$ cat src/rtl/ball_motion_ctrl.sv
// Per-frame ball physics: tilt -> velocity -> position (10.4 fixed point), with map-based collisions.
// Optional build macro BALL_BOUNCE_EN: wall hits and edge clamps rebound the ball at half speed instead of stopping it.
module ball_motion_ctrl #(
  parameter int unsigned START_X     = 32,
  parameter int unsigned START_Y     = 32,
  parameter int unsigned ACCEL_SHIFT = 2,
  parameter int unsigned VMAX        = 48,
  parameter int unsigned X_MAX       = 639,
  parameter int unsigned Y_MAX       = 479
) (
  input  logic              sys_clk,
  input  logic              sys_rst,
  input  logic              frame_tick,
  input  logic              game_restart,
  input  logic signed [7:0] accel_x,
  input  logic signed [7:0] accel_y,
  output logic              map_req,
  output logic [9:0]        map_x,
  output logic [9:0]        map_y,
  input  logic              map_ack,
  input  logic [1:0]        map_code,
  output logic [9:0]        ball_loc_X,
  output logic [9:0]        ball_loc_Y,
  output logic              hit_a_hole,
  output logic              won_the_game,
  output logic              busy
);

  localparam int unsigned PW = 14;
  localparam int unsigned VW = 8;

  localparam logic [PW-1:0] X_HOME = PW'(START_X * 16);
  localparam logic [PW-1:0] Y_HOME = PW'(START_Y * 16);
  localparam logic [PW-1:0] X_HI   = PW'(X_MAX * 16 + 15);
  localparam logic [PW-1:0] Y_HI   = PW'(Y_MAX * 16 + 15);
  localparam logic [PW-1:0] X_TOP  = PW'(X_MAX * 16);
  localparam logic [PW-1:0] Y_TOP  = PW'(Y_MAX * 16);

  localparam logic signed [VW:0] V_HI = (VW+1)'(VMAX);
  localparam logic signed [VW:0] V_LO = -V_HI;

  localparam logic [1:0] CODE_WALL = 2'b01;
  localparam logic [1:0] CODE_HOLE = 2'b10;
  localparam logic [1:0] CODE_GOAL = 2'b11;

`ifdef BALL_BOUNCE_EN
  localparam bit BOUNCE = 1'b1;
`else
  localparam bit BOUNCE = 1'b0;
`endif

  typedef enum logic [2:0] {IDLE, ACCEL, PROBE_X, PROBE_Y, PROBE_F, COMMIT, HOLE, WON} state_t;

  state_t               state;
  logic [PW-1:0]        pos_x, pos_y, cand;
  logic signed [VW-1:0] vx, vy, vx_n, vy_n;
  logic [PW:0]          px, py;
  logic                 clamped, gap, pend_hole, pend_goal;

  // Add the shifted tilt sample to a velocity and saturate to +/-VMAX.
  function automatic logic signed [VW-1:0] integrate(input logic signed [VW-1:0] v,
                                                     input logic signed [VW-1:0] a);
    logic signed [VW-1:0] a_sh;
    logic signed [VW:0]   s;
    a_sh = a >>> ACCEL_SHIFT;
    s = $signed({v[VW-1], v}) + $signed({a_sh[VW-1], a_sh});
    if (s > V_HI)      return VW'(V_HI);
    else if (s < V_LO) return VW'(V_LO);
    else               return s[VW-1:0];
  endfunction

  // Candidate position {clamp_flag, value}, clamped into [0, hi] with overshoot landing on top.
  function automatic logic [PW:0] probe(input logic [PW-1:0] pos, input logic signed [VW-1:0] v,
                                        input logic [PW-1:0] hi, input logic [PW-1:0] top);
    logic signed [PW:0] c;
    c = $signed({1'b0, pos}) + $signed({{(PW+1-VW){v[VW-1]}}, v});
    if (c < 0)                         return {1'b1, {PW{1'b0}}};
    else if (c > $signed({1'b0, hi}))  return {1'b1, top};
    else                               return {1'b0, c[PW-1:0]};
  endfunction

  function automatic logic signed [VW-1:0] rebound(input logic signed [VW-1:0] v);
    logic signed [VW-1:0] h;
    h = v >>> 1;
    return BOUNCE ? -h : '0;
  endfunction

  always_comb begin
    vx_n = integrate(vx, accel_x);
    vy_n = integrate(vy, accel_y);
    px   = probe(pos_x, vx_n, X_HI, X_TOP);
    py   = probe(pos_y, vy, Y_HI, Y_TOP);
  end

  // Each probe drops map_req for one gap cycle after its ack, then the next probe raises it on entry.
  always_ff @(posedge sys_clk) begin
    if (sys_rst || game_restart) begin
      state        <= IDLE;
      pos_x        <= X_HOME;
      pos_y        <= Y_HOME;
      cand         <= '0;
      vx           <= '0;
      vy           <= '0;
      clamped      <= 1'b0;
      gap          <= 1'b0;
      pend_hole    <= 1'b0;
      pend_goal    <= 1'b0;
      map_req      <= 1'b0;
      map_x        <= '0;
      map_y        <= '0;
      ball_loc_X   <= X_HOME[PW-1:4];
      ball_loc_Y   <= Y_HOME[PW-1:4];
      hit_a_hole   <= 1'b0;
      won_the_game <= 1'b0;
      busy         <= 1'b0;
    end else begin
      case (state)
        IDLE: begin
          if (frame_tick) begin
            state <= ACCEL;
            busy  <= 1'b1;
          end
        end
        ACCEL: begin
          vx      <= px[PW] ? rebound(vx_n) : vx_n;
          vy      <= vy_n;
          cand    <= px[PW-1:0];
          clamped <= px[PW];
          map_x   <= px[PW-1:4];
          map_y   <= pos_y[PW-1:4];
          map_req <= 1'b1;
          gap     <= 1'b0;
          state   <= PROBE_X;
        end
        PROBE_X: begin
          if (gap) begin
            gap     <= 1'b0;
            vy      <= py[PW] ? rebound(vy) : vy;
            cand    <= py[PW-1:0];
            clamped <= py[PW];
            map_x   <= pos_x[PW-1:4];
            map_y   <= py[PW-1:4];
            map_req <= 1'b1;
            state   <= PROBE_Y;
          end else if (map_req && map_ack) begin
            map_req <= 1'b0;
            gap     <= 1'b1;
            if (map_code == CODE_WALL) begin
              if (!clamped) vx <= rebound(vx);
            end else begin
              pos_x <= cand;
            end
          end
        end
        PROBE_Y: begin
          if (gap) begin
            gap     <= 1'b0;
            map_x   <= pos_x[PW-1:4];
            map_y   <= pos_y[PW-1:4];
            map_req <= 1'b1;
            state   <= PROBE_F;
          end else if (map_req && map_ack) begin
            map_req <= 1'b0;
            gap     <= 1'b1;
            if (map_code == CODE_WALL) begin
              if (!clamped) vy <= rebound(vy);
            end else begin
              pos_y <= cand;
            end
          end
        end
        PROBE_F: begin
          if (map_req && map_ack) begin
            map_req   <= 1'b0;
            pend_hole <= (map_code == CODE_HOLE);
            pend_goal <= (map_code == CODE_GOAL);
            state     <= COMMIT;
          end
        end
        COMMIT: begin
          ball_loc_X <= pos_x[PW-1:4];
          ball_loc_Y <= pos_y[PW-1:4];
          busy       <= 1'b0;
          if (pend_hole) begin
            hit_a_hole <= 1'b1;
            state      <= HOLE;
          end else if (pend_goal) begin
            won_the_game <= 1'b1;
            state        <= WON;
          end else begin
            state <= IDLE;
          end
        end
        HOLE, WON: ;
        default: state <= IDLE;
      endcase
    end
  end

endmodule

$ cat config.mk
export PLATFORM = sky130hd
export DESIGN_NAME = ball_motion_ctrl
export DESIGN_NICKNAME = d
export VERILOG_FILES = /design/src/rtl/ball_motion_ctrl.sv
export SDC_FILE = /design/constraint.sdc
export NUM_CORES = 1
export LEC_CHECK = 0
export CAP_MARGIN = 10
export CORE_MARGIN = 3
export CORE_UTILIZATION = 35
export DETAILED_ROUTE_END_ITERATION = 10
export PLACE_DENSITY = 0.5
export SLEW_MARGIN = 40
export SYNTH_ARGS = -nofsm -noshare
export SYNTH_HDL_FRONTEND = slang
export SYNTH_SLANG_ARGS = --single-unit
$ cat constraint.sdc
create_clock -name sys_clk -period 8.9 [get_ports sys_clk]
set_clock_uncertainty 0.1 [all_clocks]
set_input_delay 1.335 -clock sys_clk [delete_from_list [all_inputs] [get_ports sys_clk]]
set_output_delay 1.335 -clock sys_clk [all_outputs]
set_load 0.01 [all_outputs]
After elaboration in Yosys (flattened, before gate mapping) --
Index checks and enable logic that the tools add are counted.
Operators by class: $add $sub $neg 4, bitwise logic cells 3, muxes and demuxes 41, equal/unequal tests 22, reductions and logical operators 22, order comparisons 8
Operators by type and width (number):
- $mux 8 | 11
- $mux 15 | 4
- $add 15x8->15 | 2
- $lt 15x1->1 const B | 2
- $mux 10 | 3
- $pmux 10 s3 | 1
- $pmux 14 s2 | 1
- $ne 2x2->1 const B | 13
- $pmux 8 s3 | 1
- $pmux 10 s2 | 1
- $add 8x6->9 | 2
- $gt 9x7->1 const B | 2
- $lt 9x7->1 const B | 2
- $mux 3 | 6
- $pmux 3 s6 | 1
- $pmux 8 s2 | 1
- $gt 15x14->1 const B | 1
- $gt 15x15->1 const B | 1
- $mux 14 | 1
- $reduce_and 2->1 | 5
- $reduce_and 5->1 | 2
- $reduce_and 4->1 | 2
- $reduce_and 7->1 | 1
- $eq 3x2->1 const B | 2
- 17 further kinds | 32
Storage, ports and cells: logic and storage cells 118, flip-flop bits (word level) 109, output and inout port bits 44

Logic depth before layout (Yosys ltp) --
Gate-level depths: netlist of the first run.
depth after elaboration 10, mapped depth 21

Worst setup path after synthesis of the first run --
OpenSTA, ideal clock, no wires.
kind input -> register, from input accel_x[2], to register map_x[0], slack 3083 ps, arrival time 5581 ps, library setup time 136 ps, required time 8664 ps, stages 18, cell sequence ha_1 -> fa_1 -> a211oi_2 -> o21ai_1 -> a31oi_4 -> clkbuf_1 -> a21boi_0 -> o22ai_1 -> ha_1 -> a21oi_1 -> inv_1 -> maj3_1 -> a21oi_1 -> o221ai_1 -> or3_1 -> and2_1 -> a211oi_2 -> a21oi_1
Between the ends: longest elaborated chain between the ends 9
Ends and longest elaborated chain:
- start, declared | line 15 | input logic signed [7:0] accel_x,
- $add 8x6->9 * | line 66 | s = $signed({v[VW-1], v}) + $signed({a_sh[VW-1], a_sh});
- $lt 9x7->1 | line 68 | else if (s < V_LO) return VW'(V_LO);
- $mux 8 | line 68
- $mux 8 * | line 67 | if (s > V_HI) return VW'(V_HI);
- $add 15x8->15 * | line 76 | c = $signed({1'b0, pos}) + $signed({{(PW+1-VW){v[VW-1]}}, v});
- $gt 15x15->1 | line 78 | else if (c > $signed({1'b0, hi})) return {1'b1, top};
- $mux 15 | line 78
- $mux 15 * | line 77 | if (c < 0) return {1'b1, {PW{1'b0}}};
- $pmux 10 s2 * | line 117 | case (state)
- end signal, assigned | line 129 | map_x <= px[PW-1:4];
- end signal, assigned | line 141 | map_x <= pos_x[PW-1:4];
- end signal, assigned | line 158 | map_x <= pos_x[PW-1:4];
- end, declared | line 18 | output logic [9:0] map_x,
Every way passes the cells marked *; elsewhere a longest branch is shown, timed or not. A chain may end at the register's enable or synchronous reset.

Final worst setup path of the first run --
from input accel_x[2], to register map_x[6]
Same word-level chain as after synthesis.

==> results.cfg, run 1 <==
[global_route]
grt_use_total = 0.1846
top_usage_layer = met2
grt_overflow = 0
grt_pass1_wl_microns = 32920
use_met2 = 0.2914
antenna_found_initial = 0
grt_max_degree = 66
met3_usage = 0.02834
grt_pass1_vias = 6132
gr-usage-met1 = 0.2650

[cells_and_area]
final_cells = 1189
n_antenna_cell = 0
fin_nets = 991
final_util = 0.4171
fillers = 2126
drive_gt1_frac = 0.06169
area_delta_synth_final_pct = 16.03

[yosys]
syn_nets = 959
synthFlopType = dfxtp_1
synth_cell_types = 75
ys_ff_latch = 109
synthCells = 887
netlist_area_sq_um = 7066
ys_seq_area_frac = 0.3088
yosys_warnings = 0
async_flop_share = 0
syn_area_per_cell_sq_um = 7.966
synth_edf_count = 0

[setup_path]
crit_fanout = 25
rr_worst_depth = 18
required_ps = 9010
r2r_slack_ps = 2930
critical_path.endpoint = map_x[6]$_SDFFE_PP0P_
timing.rr.end = map_x[6]$_SDFFE_PP0P_
criticalPathCategory = in2reg
cp-startpoint = accel_x[2]
arrival_ps = 7170
crit_path_end_kind = flip-flop
critPathLaunchType = input port
r2r-start = vx[0]$_SDFFE_PP0P_

[drt]
drt_iter0_drc = 315
routed_wirelength_microns = 20330
routedWlPerCell_microns = 17.10
vias_per_cell = 5.442
drc_errors = 0
first_pass_iters = 4
drtAntennaViolNets = 0
num_vias = 6470

[sta]
rsz0062_at_grt = false
hold_violations = 0
slew_viol_final = 0
max_freq_ghz = 0.1416
setup_viol = 0
period_minus_slack_ps = 7063
finalCritPeriodShare = 0.7936
tightest_slew_ps = 863.2
tns_ps = 0
slew_headroom = 0.4235

[cts]
clockBufferDepth = 2
cts.sinks = 109
holdBufCountCts = 0
cts_tree = yes
numCtsBuffers = 9
clk_latency_ps = 350
post_cts_resized = 0
ctsHtreeMaxLevel = 3
cts-root-buf = clkbuf_16
clk_pin_slew_ps = 70
postCtsSetupBuffers = 0

[die]
die_h_microns = 148.1
die_x_microns = 148.1
die_area_sq_um = 21930
ioPinCount = 67
initial_core_util = 0.3595
core_area_sq_um = 19650
row_count = 51

[place]
port_buffers = 62
dpl.hpwl_microns = 15100
placed_cells = 1173
gp_congestion = 0.8476

[flow_run]
drv_cap = 0

[pwr]
power.density_nw_per_um2 = 127.0
finalPower_mw = 1.041
p_leak_nw = 2.944
max-vdd-ir-drop_uv = 74.99

[run_status]
status = complete, no violations

[hold_path]
hold_path_class = reg2reg
## routing by layer
layer | vias to the layer above | wire length (microns) | share of wire
li1 | 3310 | - | -
met2 | 117 | 8970 | 0.44
met3 | 18 | 886 | 0.044
met4 | 0 | 280 | 0.014
met5 | - | 0 | 0
met1 | 3025 | 10190 | 0.50
## synthesized netlist by cell type (all sizes together), types with 6 or more instances
cell | number | area [sq um]
nand2 | 119 | 449.2
a21oi | 119 | 606.8
o21a | 10 | 75.07
nor2b | 13 | 81.33
xnor2 | 19 | 166.4
a32o | 12 | 120.1
or3 | 8 | 55.05
inv | 19 | 71.32
and2 | 7 | 43.79
a211oi | 9 | 77.57
o21ai | 52 | 267.8
a21o | 18 | 142.6
mux2i | 19 | 190.2
nor3 | 13 | 70.07
a31oi | 14 | 102.6
clkbuf | 42 | 157.7
ha | 45 | 563.0
a21boi | 6 | 45.04
buf | 7 | 45.04
dfxtp | 109 | 2182
xor2 | 11 | 96.34
nand2b | 17 | 106.4
nand3b | 10 | 75.07
nand3 | 19 | 95.09
o211ai | 13 | 107.6
nor2 | 68 | 255.2
## worst min path at each step
stage	start	endpoint	slack [ps]	depth (start not counted)
after floorplan	pos_x[0]$_SDFFE_PP0P_	pos_x[0]$_SDFFE_PP0P_	340	2
after global placement	ball_loc_Y[0]$_SDFFE_PP0P_	ball_loc_Y[0]$_SDFFE_PP0P_	340	2
after detailed placement	ball_loc_Y[4]$_SDFFE_PP0P_	ball_loc_Y[4]$_SDFFE_PP0P_	350	2
after CTS	ball_loc_Y[4]$_SDFFE_PP0P_	ball_loc_Y[4]$_SDFFE_PP0P_	360	2
after global routing	ball_loc_Y[4]$_SDFFE_PP0P_	ball_loc_Y[4]$_SDFFE_PP0P_	370	2
final	ball_loc_Y[6]$_SDFFE_PP0P_	ball_loc_Y[6]$_SDFFE_PP0P_	360	2
## stage by stage
step                setup slack [ps]  hold slack [ps]  area (sq um)
floorplan                       3083            340.6          7066
global placement                1489            342.7          7895
detailed placement              1446            345.9          7901
CTS                             1834            356.8          8187
global route                    1417            371.5          8198
finish                          1837            355.1          8198
## layout by cell type (no fill, tap or decap), types with 6 or more instances in the layout
cell / n
a211oi_1: 6
a21o_1: 17
a21oi_1: 115
a31oi_1: 13
a32o_1: 12
and2_1: 7
buf_4: 8
clkbuf_16: 9
clkdlybuf4s50_1: 62
dfxtp_1: 108
ha_1: 45
inv_1: 19
mux2i_1: 19
nand2_1: 118
nand2b_1: 17
nand3_1: 19
nand3b_1: 10
nor2_1: 67
nor2b_1: 13
nor3_1: 12
o211ai_1: 11
o21a_1: 10
o21ai_0: 46
or3_1: 7
xnor2_1: 19
xor2_1: 11
## cell type report
type,count,area [sq um],area share
timing repair buffer,70,680.7,0.08303
sequential,109,2183,0.2663
clock inverter,5,42.54,0.005189
multi-input combinational,710,4646,0.5667
tap,265,331.6,0.04045
clock buffer,11,242.7,0.02961
inverter,19,71.32,0.008700
## power by group
group          internal (mW)  leakage, nW  total, mW  switching (mW)
registers              0.493        0.880      0.498         0.00540
logic                 0.0545         1.93      0.144          0.0899
clock network          0.201        0.137      0.398           0.197
total                  0.749         2.94       1.04           0.292
## critical path: stages
cell and delay (ps):
clkdlybuf4s50_1 410, ha_1 240, fa_1 480, a211oi_2 290, o21ai_1 180, a31oi_4 620
nor4_1 240, nor2_1 310, nor2b_1 110, ha_1 220, fa_1 420, a21o_1 240
and2_1 180, a41oi_1 180, o221ai_1 150, or3_1 560, and2_1 270, a211oi_2 590
a21oi_1 130
## cell families after synthesis
logic type                 after synthesis  share of synthesized area
AOI/OAI and AO/OA                      301                     0.2819
xor gates and xnor gates                30                    0.03719
adders and majority gates               53                    0.09669
buffers and inverters                   68                    0.03878
DFF                                    109                     0.3088
muxes                                   19                    0.02692
and+or+nand+nor                        307                     0.2097
## state kept, by name, summed over array words and instances, names as in the netlist
signal and cells:
cand 14, pos_x 14, pos_y 14, ball_loc_X 10
ball_loc_Y 10, map_x 10, map_y 10, vx 8
vy 8, state 3, busy 1, clamped 1
gap 1, hit_a_hole 1, map_req 1, pend_goal 1
pend_hole 1, won_the_game 1
No activity file was read; power rests on OpenSTA's default activity.
==> inputs of run 2 (changes only) <==
--- a/config.mk
+++ b/config.mk
@@ -9,7 +9,7 @@
 export CORE_MARGIN = 3
 export CORE_UTILIZATION = 35
 export DETAILED_ROUTE_END_ITERATION = 10
-export PLACE_DENSITY = 0.5
+export PLACE_DENSITY = 0.52
 export SLEW_MARGIN = 40
 export SYNTH_ARGS = -nofsm -noshare
 export SYNTH_HDL_FRONTEND = slang
==> constraint.sdc (replaced) <==
create_clock -name sys_clk -period 6.4 [get_ports sys_clk]
set_clock_uncertainty 0.1 [all_clocks]
set_input_delay 0.96 -clock sys_clk [delete_from_list [all_inputs] [get_ports sys_clk]]
set_output_delay 0.96 -clock sys_clk [all_outputs]
set_load 0.01 [all_outputs]
==> results.cfg, run 2 (synthesis gave the netlist of run 1 again) <==
[pwr]
p_leak_nw = 3.083
power.density_nw_per_um2 = 179.8
max-vdd-ir-drop_uv = 96.65
finalPower_mw = 1.512

[place]
port_buffers = 62
dpl.hpwl_microns = 15300
gp_congestion = 0.8762

[run_status]
status = complete, no violations

[sta]
setup_viol = 0
slew_viol_final = 0
period_minus_slack_ps = 5892
slew_headroom = 0.4664
finalCritPeriodShare = 0.9206
tns_ps = 0
rsz0062_at_grt = false
max_freq_ghz = 0.1697
tightest_slew_ps = 793.8
hold_violations = 0

[setup_path]
path_delay_family = compound AO/OA/AOI/OAI gates
crit_buf_inv = 3
cp_slowest_stage_delay_ps = 460
critPathSlowestCell = fa_1
required_ps = 6570
r2r-start = vx[0]$_SDFFE_PP0P_
path_cells = clkdlybuf4s50_1, ha_1, fa_1, a21o_1, a2111oi_0, a211oi_1, a41o_1, and4_1, nor2_1, nor2b_1, ha_1, fa_1, a21o_1, nand2_1, nor3_1, a211oi_1, o311ai_0, buf_4, o211ai_2, o21ai_2, buf_4, and2_1, o32ai_1
arrival_ps = 6060
crit_fanout = 5
criticalPathCategory = in2reg
cp-startpoint = accel_x[2]
critPathLaunchType = input port
crit_path_end_kind = flip-flop

[cells_and_area]
drive_gt1_frac = 0.08632
final_common_cell = nand2_1
final_cell_mix = nand2_1, a21oi_1, dfxtp_1, nor2_1, clkdlybuf4s50_1
seq_area_sq_um = 2182
reg_top3 = cand (14), pos_x (14), pos_y (14)
fillers = 2046
multi_input_area_sq_um = 4637
fin_nets = 1017
area_delta_synth_final_pct = 19.02

[cts]
holdBufCountCts = 0
clk_latency_ps = 370
cts-root-buf = clkbuf_16
cts.sinks = 109
postCtsSetupBuffers = 0
clk_pin_slew_ps = 70
cts_tree = yes
post_cts_resized = 0
ctsHtreeMaxLevel = 3
clockBufferDepth = 2
numCtsBuffers = 9

[die]
die_x_microns = 148.1
initial_core_util = 0.3595
die_h_microns = 148.1
row_count = 51
ioPinCount = 67
core_area_sq_um = 19650
die_area_sq_um = 21930

[drt]
vias_per_cell = 5.462
num_vias = 6642
routed_wirelength_microns = 20420
drtAntennaViolNets = 0
routedWlPerCell_microns = 16.80
first_pass_iters = 5
drc_errors = 0
drt_iter0_drc = 379

[global_route]
grt_pass1_vias = 6157
grt_use_total = 0.1856
grt_overflow = 0
antenna_found_initial = 1
grt_max_degree = 43
grt_pass1_wl_microns = 32690

[hold_path]
hold_path_class = reg2reg
hp-start = ball_loc_Y[0]$_SDFFE_PP0P_

[flow_run]
drv_cap = 0
## run 2: power by group
part	switching, mW	total, mW	leakage [nW]	internal (mW)
Combinational	0.128	0.218	2.05	0.0902
Clock	0.283	0.601	0.153	0.318
Sequential	0.00760	0.693	0.880	0.686
Total	0.418	1.51	3.08	1.09
## run 2: layout make-up
class / instances / share of cell area
diodes: 1 / 0.0002976
clock buffers: 10 / 0.02842
clock inverters: 6 / 0.008332
inverters: 19 / 0.008481
multi-input cells: 710 / 0.5514
flip-flops and latches: 109 / 0.2595
well taps: 265 / 0.03943
repair buffers: 96 / 0.1042
## run 2: worst min-delay path: stages, from the launching register on
cell and delay (ps):
dfxtp_1 310, nand2_1 50, a21oi_1 50
## run 2: stage by stage
step / instance area [sq um] / cells / hold slack (ps) / setup slack (ps) / util
after floorplan: 7066 / 887 / 340.6 / 958.1 / -
after global placement: 8085 / 1199 / 343.8 / 296.7 / 0.4114
after detailed placement: 8088 / 1199 / 348.0 / 227.2 / 0.4115
after CTS: 8397 / 1215 / 358.6 / 596.2 / 0.4272
after global routing: 8407 / 1215 / 377.6 / 144.6 / 0.4277
final: 8409 / 1216 / 353.2 / 508.3 / 0.4279
## run 2: path summary, 6_finish.rpt
path / to / slack, ps / cells past startpoint
worst max-delay path: cand[2]$_SDFFE_PP0P_ / 510 / 23
worst min-delay path: ball_loc_Y[0]$_SDFFE_PP0P_ / 350 / 2
worst max register to register: cand[2]$_SDFFE_PP0P_ / 1220 / 22
worst min register to register: ball_loc_Y[0]$_SDFFE_PP0P_ / 350 / 2
## run 2: metal layers
metal	up-vias	track usage	routed length (microns)
met5	-	0	0
met4	0	0.06005	371
met3	22	0.02651	869
met2	157	0.2928	9156
met1	3100	0.2625	10030
li1	3363	-	-
